===== config.mk =====
export PLATFORM = sky130hd
export DESIGN_NAME = lmsm_sequencer_flat
export DESIGN_NICKNAME = d
export VERILOG_FILES = /design/src/rtl/lmsm_pkg.sv /design/src/rtl/lmsm_sequencer_if.sv /design/src/rtl/lmsm_pick.sv /design/src/rtl/lmsm_sequencer.sv /design/src/flat_wrapper.sv
export SDC_FILE = /design/constraint.sdc
export NUM_CORES = 1
export LEC_CHECK = 0
export BUFFER_PORTS_ARGS = -buffer_cell sky130_fd_sc_hd__clkbuf_2
export CORE_MARGIN = 2
export CORE_UTILIZATION = 52
export CTS_CLUSTER_DIAMETER = 30
export DETAILED_ROUTE_END_ITERATION = 6
export GPL_TIMING_DRIVEN = 1
export PLACE_DENSITY = 0.76
export SLEW_MARGIN = 10
export SYNTH_ARGS = -nofsm -noshare
export SYNTH_HDL_FRONTEND = slang
export SYNTH_HIERARCHICAL = 1
export SYNTH_SLANG_ARGS = --single-unit
export TNS_END_PERCENT = 100

===== constraint.sdc =====
create_clock -name clk -period 2.18 [get_ports clk]
set_input_delay 0.218 -clock clk [delete_from_list [all_inputs] [get_ports clk]]
set_output_delay 0.218 -clock clk [all_outputs]
set_load 0.02 [all_outputs]

===== src/rtl/lmsm_pkg.sv =====
`default_nettype none
// ============================================================================
//  Module   : lmsm_pkg
//  Purpose  : Shared types and constants for the LM/SM transfer sequencer.
//             - Default widths for the address, mask and register index.
//             - State encoding used by the sequencer FSM.
//             - LM/SM opcode values the main control FSM drives onto is_store.
//  Ports    : none (package)
//  Revision : 1.0 - initial release
// ============================================================================
package lmsm_pkg;

  localparam int c_ADDR_W = 16;  // memory word-address width
  localparam int c_NREG   = 8;   // mask width / number of registers
  localparam int c_IDX_W  = 3;   // clog2(c_NREG)

  // Values for is_store as seen by the main control FSM.
  localparam logic c_OP_LM = 1'b0;  // load-multiple: memory read, RF write
  localparam logic c_OP_SM = 1'b1;  // store-multiple: RF read, memory write

  typedef enum logic [1:0] {
    ST_IDLE = 2'd0,
    ST_XFER = 2'd1,
    ST_DONE = 2'd2
  } lmsm_state_t;

endpackage : lmsm_pkg
`default_nettype wire


===== src/rtl/lmsm_sequencer_if.sv =====
`default_nettype none
// ============================================================================
//  Module   : lmsm_sequencer_if
//  Purpose  : Bundles the control handshake and the memory / register-file
//             sequencing signals of the LM/SM sequencer.
//  Signals  : start, is_store, mask, base_addr  - request from main control
//             mem_ack                           - memory completion
//             mem_req, mem_we, mem_addr         - memory access
//             reg_idx, rf_we                    - register-file side
//             busy, done, xfer_cnt              - status
//  Modports : master - the environment (control FSM + memory)
//             slave  - the sequencer itself
//  Revision : 1.0 - initial release
// ============================================================================
interface lmsm_sequencer_if #(
  parameter int ADDR_W = 16,
  parameter int NREG   = 8,
  parameter int IDX_W  = 3
);

  logic              start;
  logic              is_store;
  logic [NREG-1:0]   mask;
  logic [ADDR_W-1:0] base_addr;
  logic              mem_ack;

  logic              mem_req;
  logic              mem_we;
  logic [ADDR_W-1:0] mem_addr;
  logic [IDX_W-1:0]  reg_idx;
  logic              rf_we;
  logic              busy;
  logic              done;
  logic [IDX_W:0]    xfer_cnt;

  modport master (
    output start, is_store, mask, base_addr, mem_ack,
    input  mem_req, mem_we, mem_addr, reg_idx, rf_we, busy, done, xfer_cnt
  );

  modport slave (
    input  start, is_store, mask, base_addr, mem_ack,
    output mem_req, mem_we, mem_addr, reg_idx, rf_we, busy, done, xfer_cnt
  );

endinterface : lmsm_sequencer_if
`default_nettype wire


===== src/rtl/lmsm_pick.sv =====
`default_nettype none
// ============================================================================
//  Module   : lmsm_pick
//  Purpose  : Combinational lowest-set-bit priority picker.
//  Ports    : i_mask [NREG-1:0]  - candidate bits
//             o_idx  [IDX_W-1:0] - index of the lowest set bit (0 if none)
//             o_any              - at least one bit of i_mask is set
//  Revision : 1.0 - initial release
// ============================================================================
module lmsm_pick #(
  parameter int NREG  = 8,
  parameter int IDX_W = 3
) (
  input  wire logic [NREG-1:0]  i_mask,
  output logic      [IDX_W-1:0] o_idx,
  output logic                  o_any
);

  // Scan from the top down so that the lowest set bit is the last writer.
  always_comb begin
    o_idx = '0;
    o_any = 1'b0;
    for (int i = NREG - 1; i >= 0; i--) begin
      if (i_mask[i]) begin
        o_idx = IDX_W'(i);
        o_any = 1'b1;
      end
    end
  end

endmodule : lmsm_pick
`default_nettype wire


===== src/rtl/lmsm_sequencer.sv =====
`default_nettype none
// ============================================================================
//  Module   : lmsm_sequencer
//  Purpose  : Multi-cycle controller for load-multiple / store-multiple.
//             Walks the set bits of a captured register mask, lowest index
//             first, issuing one memory access per register at consecutive
//             word addresses starting at the captured base address.
//  Ports    : clk   - system clock, rising edge
//             rst_n - asynchronous active-low reset
//             bus   - lmsm_sequencer_if.slave (request, memory, RF, status)
//  Revision : 1.0 - initial release
// ============================================================================
module lmsm_sequencer
  import lmsm_pkg::*;
#(
  parameter int ADDR_W = c_ADDR_W,
  parameter int NREG   = c_NREG,
  parameter int IDX_W  = c_IDX_W
) (
  input wire logic          clk,
  input wire logic          rst_n,
  lmsm_sequencer_if.slave   bus
);

  lmsm_state_t       r_state;
  lmsm_state_t       w_next;
  logic [NREG-1:0]   r_mask;
  logic              r_store;
  logic [ADDR_W-1:0] r_addr;
  logic [IDX_W:0]    r_cnt;
  logic [IDX_W-1:0]  r_idx;   // last transferred index, shown outside XFER

  logic [IDX_W-1:0]  w_idx;
  logic              w_any;
  logic [NREG-1:0]   w_mask_clr;
  logic              w_ack;

  lmsm_pick #(
    .NREG  (NREG),
    .IDX_W (IDX_W)
  ) u_pick (
    .i_mask (r_mask),
    .o_idx  (w_idx),
    .o_any  (w_any)
  );

  assign w_mask_clr = r_mask & ~(NREG'(1) << w_idx);
  assign w_ack      = (r_state == ST_XFER) && bus.mem_ack;

  always_comb begin
    w_next = r_state;
    case (r_state)
      ST_IDLE: begin
        if (bus.start) begin
          w_next = (bus.mask != '0) ? ST_XFER : ST_DONE;
        end
      end
      ST_XFER: begin
        // An empty mask cannot reach XFER; the !w_any term only guards
        // against being stranded here with nothing left to transfer.
        if (!w_any || (bus.mem_ack && (w_mask_clr == '0))) begin
          w_next = ST_DONE;
        end
      end
      ST_DONE: w_next = ST_IDLE;
      default: w_next = ST_IDLE;
    endcase
  end

  always_ff @(posedge clk or negedge rst_n) begin
    if (!rst_n) begin
      r_state <= ST_IDLE;
      r_mask  <= '0;
      r_store <= 1'b0;
      r_addr  <= '0;
      r_cnt   <= '0;
      r_idx   <= '0;
    end else begin
      r_state <= w_next;
      if ((r_state == ST_IDLE) && bus.start) begin
        r_mask  <= bus.mask;
        r_store <= bus.is_store;
        r_addr  <= bus.base_addr;
        r_cnt   <= '0;
      end else if (w_ack) begin
        r_mask  <= w_mask_clr;
        r_addr  <= r_addr + ADDR_W'(1);   // wraps modulo 2^ADDR_W
        r_cnt   <= r_cnt + (IDX_W + 1)'(1);
        r_idx   <= w_idx;
      end
    end
  end

  assign bus.mem_req  = (r_state == ST_XFER);
  assign bus.mem_we   = (r_state == ST_XFER) && r_store;
  assign bus.mem_addr = r_addr;
  assign bus.reg_idx  = (r_state == ST_XFER) ? w_idx : r_idx;
  assign bus.rf_we    = w_ack && !r_store;
  assign bus.busy     = (r_state != ST_IDLE);
  assign bus.done     = (r_state == ST_DONE);
  assign bus.xfer_cnt = r_cnt;

endmodule : lmsm_sequencer
`default_nettype wire


===== src/flat_wrapper.sv =====
// flat-port wrapper written by rule: the top's interface ports become plain ports
module lmsm_sequencer_flat import lmsm_pkg::*;
#(
  parameter int ADDR_W = c_ADDR_W,
  parameter int NREG   = c_NREG,
  parameter int IDX_W  = c_IDX_W
)
  (clk, rst_n, bus_start, bus_is_store, bus_mask, bus_base_addr, bus_mem_ack, bus_mem_req, bus_mem_we, bus_mem_addr, bus_reg_idx, bus_rf_we, bus_busy, bus_done, bus_xfer_cnt);
  lmsm_sequencer_if #(.ADDR_W(ADDR_W), .NREG(NREG), .IDX_W(IDX_W)) bus_i ();
  input wire logic clk;
  input wire logic rst_n;
  input wire logic [$bits(bus_i.start)-1:0] bus_start;
  input wire logic [$bits(bus_i.is_store)-1:0] bus_is_store;
  input wire logic [$bits(bus_i.mask)-1:0] bus_mask;
  input wire logic [$bits(bus_i.base_addr)-1:0] bus_base_addr;
  input wire logic [$bits(bus_i.mem_ack)-1:0] bus_mem_ack;
  output wire logic [$bits(bus_i.mem_req)-1:0] bus_mem_req;
  output wire logic [$bits(bus_i.mem_we)-1:0] bus_mem_we;
  output wire logic [$bits(bus_i.mem_addr)-1:0] bus_mem_addr;
  output wire logic [$bits(bus_i.reg_idx)-1:0] bus_reg_idx;
  output wire logic [$bits(bus_i.rf_we)-1:0] bus_rf_we;
  output wire logic [$bits(bus_i.busy)-1:0] bus_busy;
  output wire logic [$bits(bus_i.done)-1:0] bus_done;
  output wire logic [$bits(bus_i.xfer_cnt)-1:0] bus_xfer_cnt;
  assign bus_i.start = bus_start;
  assign bus_i.is_store = bus_is_store;
  assign bus_i.mask = bus_mask;
  assign bus_i.base_addr = bus_base_addr;
  assign bus_i.mem_ack = bus_mem_ack;
  assign bus_mem_req = bus_i.mem_req;
  assign bus_mem_we = bus_i.mem_we;
  assign bus_mem_addr = bus_i.mem_addr;
  assign bus_reg_idx = bus_i.reg_idx;
  assign bus_rf_we = bus_i.rf_we;
  assign bus_busy = bus_i.busy;
  assign bus_done = bus_i.done;
  assign bus_xfer_cnt = bus_i.xfer_cnt;
  lmsm_sequencer #(.ADDR_W(ADDR_W), .NREG(NREG), .IDX_W(IDX_W)) u_core (.clk(clk), .rst_n(rst_n), .bus(bus_i));
endmodule

==> impl_results.md <==
* Status: finished, final reports clean
* Synth Area in XOR/XNOR at less than 1%
* Post-Synthesis Cells at roughly 220
* CTS Buf Count at 5
* Layout fillers at approximately 310
* Clk slew on worst S/H paths at roughly 0.07 ns
* Max incr delay on CP at 0.46 ns
* Seq/Total Area, Yosys at between 40% and 50%
* Final Critical Period at 2.13 ns
* Largest family of logic cells by synthesized area: simple AND/OR/NAND/NOR gates
* Seq pwr share at 31.1%
* Syn Area/Cell at 8.92 µm²
* Synthesized Nets at ~250
* M1 wire length at between 2 and 2.5 mm
* Max Used Layer: met4
* Antenna fix cells at 0
* Flop2flop setup slack at 0.14 ns
* Setup_tns at 0 ns
* Post-Synth Simple-Gate Area at approximately 28%
* WS Path Type: flop to primary output
* GP Congestion at 0.884
* Setup Skew at just over 0.007 ns
* Final Non-Filler Cells at roughly 340
* Most common cell after layout, fill and taps aside: clkbuf_2
* Synth Flop Type: dfrtp_1
* Post-synth EDFFs at 0
* Fmax at approximately 470 MHz
* Drt drc at 0
* Synthesized flop and latch total at 34
* Peak VDD IR at 940 µV
* 1st-iter DRT viols at around 160
* Final Hold Fails at 0
* FF-to-FF path depth at 7
* Die W at 65.9 µm
* Worst Path Max Fanout at 8
* Clk root buf: clkbuf_8
* Vias after detailed routing at just over 2000
* Crit path launch type: flop
* CP max-delay cell: dfrtp_1
* Initial antenna violation count at 0
* Routed Antenna Nets at 0
* WL per Instance at about 16 µm
* Mapped cell area at 1990 µm²
* Largest net degree at the start of global routing at 35
* Relative slew slack at between 40% and 50%
* Post-DR vias/cell at about 6.0
* Fin crit share at 97.8%
* Post-DP HPWL at roughly 3.6 mm
* GR Overflow Total at 0
* # hold bufs at CTS at 0
* CP Capture Type: primary output
* Worst min path class: input port to async pin
* Std cell rows at 22
* Post-route cell area at approximately 2500 µm²
* Clk network pwr share at 13.2%
* Vias in the first global route at approximately 1800
* Worst-Margin Slew at 0.849 ns
* Total of max-cap violations at 0
* RR Startpoint: u_core/r_mask[5]
* RR Endpoint: u_core/r_state[1]
* Input/output buffers at 56
* Crit-path cells: nor4_2 > nor2b_4 > buf_4 > mux2_2 > clkbuf_2
* Die area at approximately 4300 µm²
* Compound-Gate Fraction of Synth Area at between 20% and 30%
* Crit path DAT at roughly 1.9 ns
* Layout Nets at 318
* CP required at slightly below 2 ns
* Commonest cells after routing, fill and taps aside: 55 x clkbuf_2, 42 x nand2_1, 30 x dfrtp_1
* Met3 wire len at 389 µm
* Comb power frac at between 50 and 60%
* First-pass DRT Iterations at 4
* Placed cell area at 2360 µm²
* P_sw at 2.01 mW
* # IOs at between 50 and 60
* Syn-to-layout area delta at 27.7%
* Leak at approximately 1.2 nW
* Met2 wire length at 2.47 mm
* Post-synth ARST share at between 90% and 100%
* Adder-Cell Fraction of Synth Area at ~1.3%
* Crit-path leading delay family: simple AND/OR/NAND/NOR gates
* Worst skew pair latency at 0.29 ns
* Placed cell count at about 330
* Synth cell types at 46
* Yosys warnings at 6
* Final slew viol count at 0
* Die H at between 60 and 70 µm
* Final setup viols at 0
* P_int at roughly 2.3 mW
* First-pass GRT wire length at 8.54 mm
* GRT Total Usage at between 20 and 30%
* Clk buf depth at 2
* Share of layout cells above drive strength 1 at approximately 32%
* Proportion of synthesized area in mux cells at 2.20%
* CTS H-Tree Depth at 2
* Power density over the cells at around 1700 nW/µm²
* WP buf/inv at 2
* Sw Share at between 40% and 50%
* Routed WL at around 5.3 mm
* Initial Util at 54.3%
* TritonCTS clock tree: built
* Clock Sinks at 34
* Core area at 3660 µm²
* RSZ-0062 raised after global routing: false
-- power groups by stage --
stage | Clock (mW) | Sequential, mW | Combinational, mW
floorplan | 0 | 1.43 | 1.32
global placement | 0 | 1.30 | 2.19
detailed placement | 0 | 1.31 | 2.22
CTS | 0.577 | 1.31 | 2.26
global route | 0.620 | 1.41 | 2.62
finish | 0.575 | 1.35 | 2.42
-- through the flow --
step / hold WS, ns / setup slack, ns / total power [mW] / utilization, %
floorplan: -0.0776 / 0.199 / 2.75 / -
global placement: 0.363 / 0.181 / 3.49 / 64.6
detailed placement: 0.364 / 0.0739 / 3.54 / 64.6
CTS: 0.0514 / 0.0402 / 4.15 / 67.8
global route: 0.0879 / 0.000151 / 4.65 / 69.4
finish: 0.0204 / 0.0478 / 4.35 / 69.4
-- cells in the mapped netlist (4+ instances only) --
master	count	area (µm²)
nand2_1	42	158
dfrtp_1	34	851
o21ai_0	16	80.1
nor2_1	11	41.3
clkbuf_1	10	37.5
nand3_1	9	45.0
a31oi_1	8	50.1
a22o_1	7	61.3
o211ai_1	7	52.6
nand4_1	5	31.3
o311ai_0	5	43.8
or3_1	5	31.3
inv_1	4	15.0
nor2b_1	4	25.0
-- area by class of cell --
type                            instances  area (µm²)  share of cell area (%)
Inverter                                4        15.0                   0.591
Sequential cell                        34         856                    33.7
Clock inverter                          1        30.0                    1.18
Timing Repair Buffer                   69         384                    15.1
Clock buffer                            7        76.3                    3.00
Multi-Input combinational cell        173        1120                    44.0
Tap cell                               48        60.1                    2.36
-- worst max path at each step --
stage / startpoint / to / slack, ns / cells past startpoint
3_5_place_dp: u_core/r_mask[3] / u_core/r_state[1] / 0.07 / 7
2_1_floorplan: u_core/r_mask[3] / u_core/r_state[1] / 0.20 / 7
5_1_grt: u_core/r_mask[3] / u_core/r_state[1] / 0.0002 / 7
6_report: u_core/r_mask[5] / bus_reg_idx[2] / 0.05 / 5
4_1_cts: u_core/r_mask[5] / bus_reg_idx[2] / 0.04 / 5
3_3_place_gp: u_core/r_mask[3] / u_core/r_state[1] / 0.18 / 7
-- per-layer routing --
layer,global-route usage (%),vias up
met4,5.47,0
met5,0,-
met3,5.28,5
li1,-,968
met2,39.9,78
met1,36.6,978
-- repair_timing --
action                     CTS  global route
pin swaps                    0             2
setup endpoints to repair    2             4
resized for setup            2            14
setup buffers                0             2
-- cells by family after synthesis --
kind of cell,Yosys count
XOR/XNOR,2
AND/OR/NAND/NOR,103
multiplexers,4
flip-flops,34
adder cells (fa/ha/maj),2
buffers and inverters,16
AO/OA/AOI/OAI,62
-- registers in the layout, indices dropped and copies added (netlist names) --
name,flops
u_core/bus.mem_addr,16
u_core/bus.xfer_cnt,4
u_core/r_idx,3
u_core/r_mask,8
u_core/r_state,2
u_core/r_store,1
(Power assumes the default switching activity.)
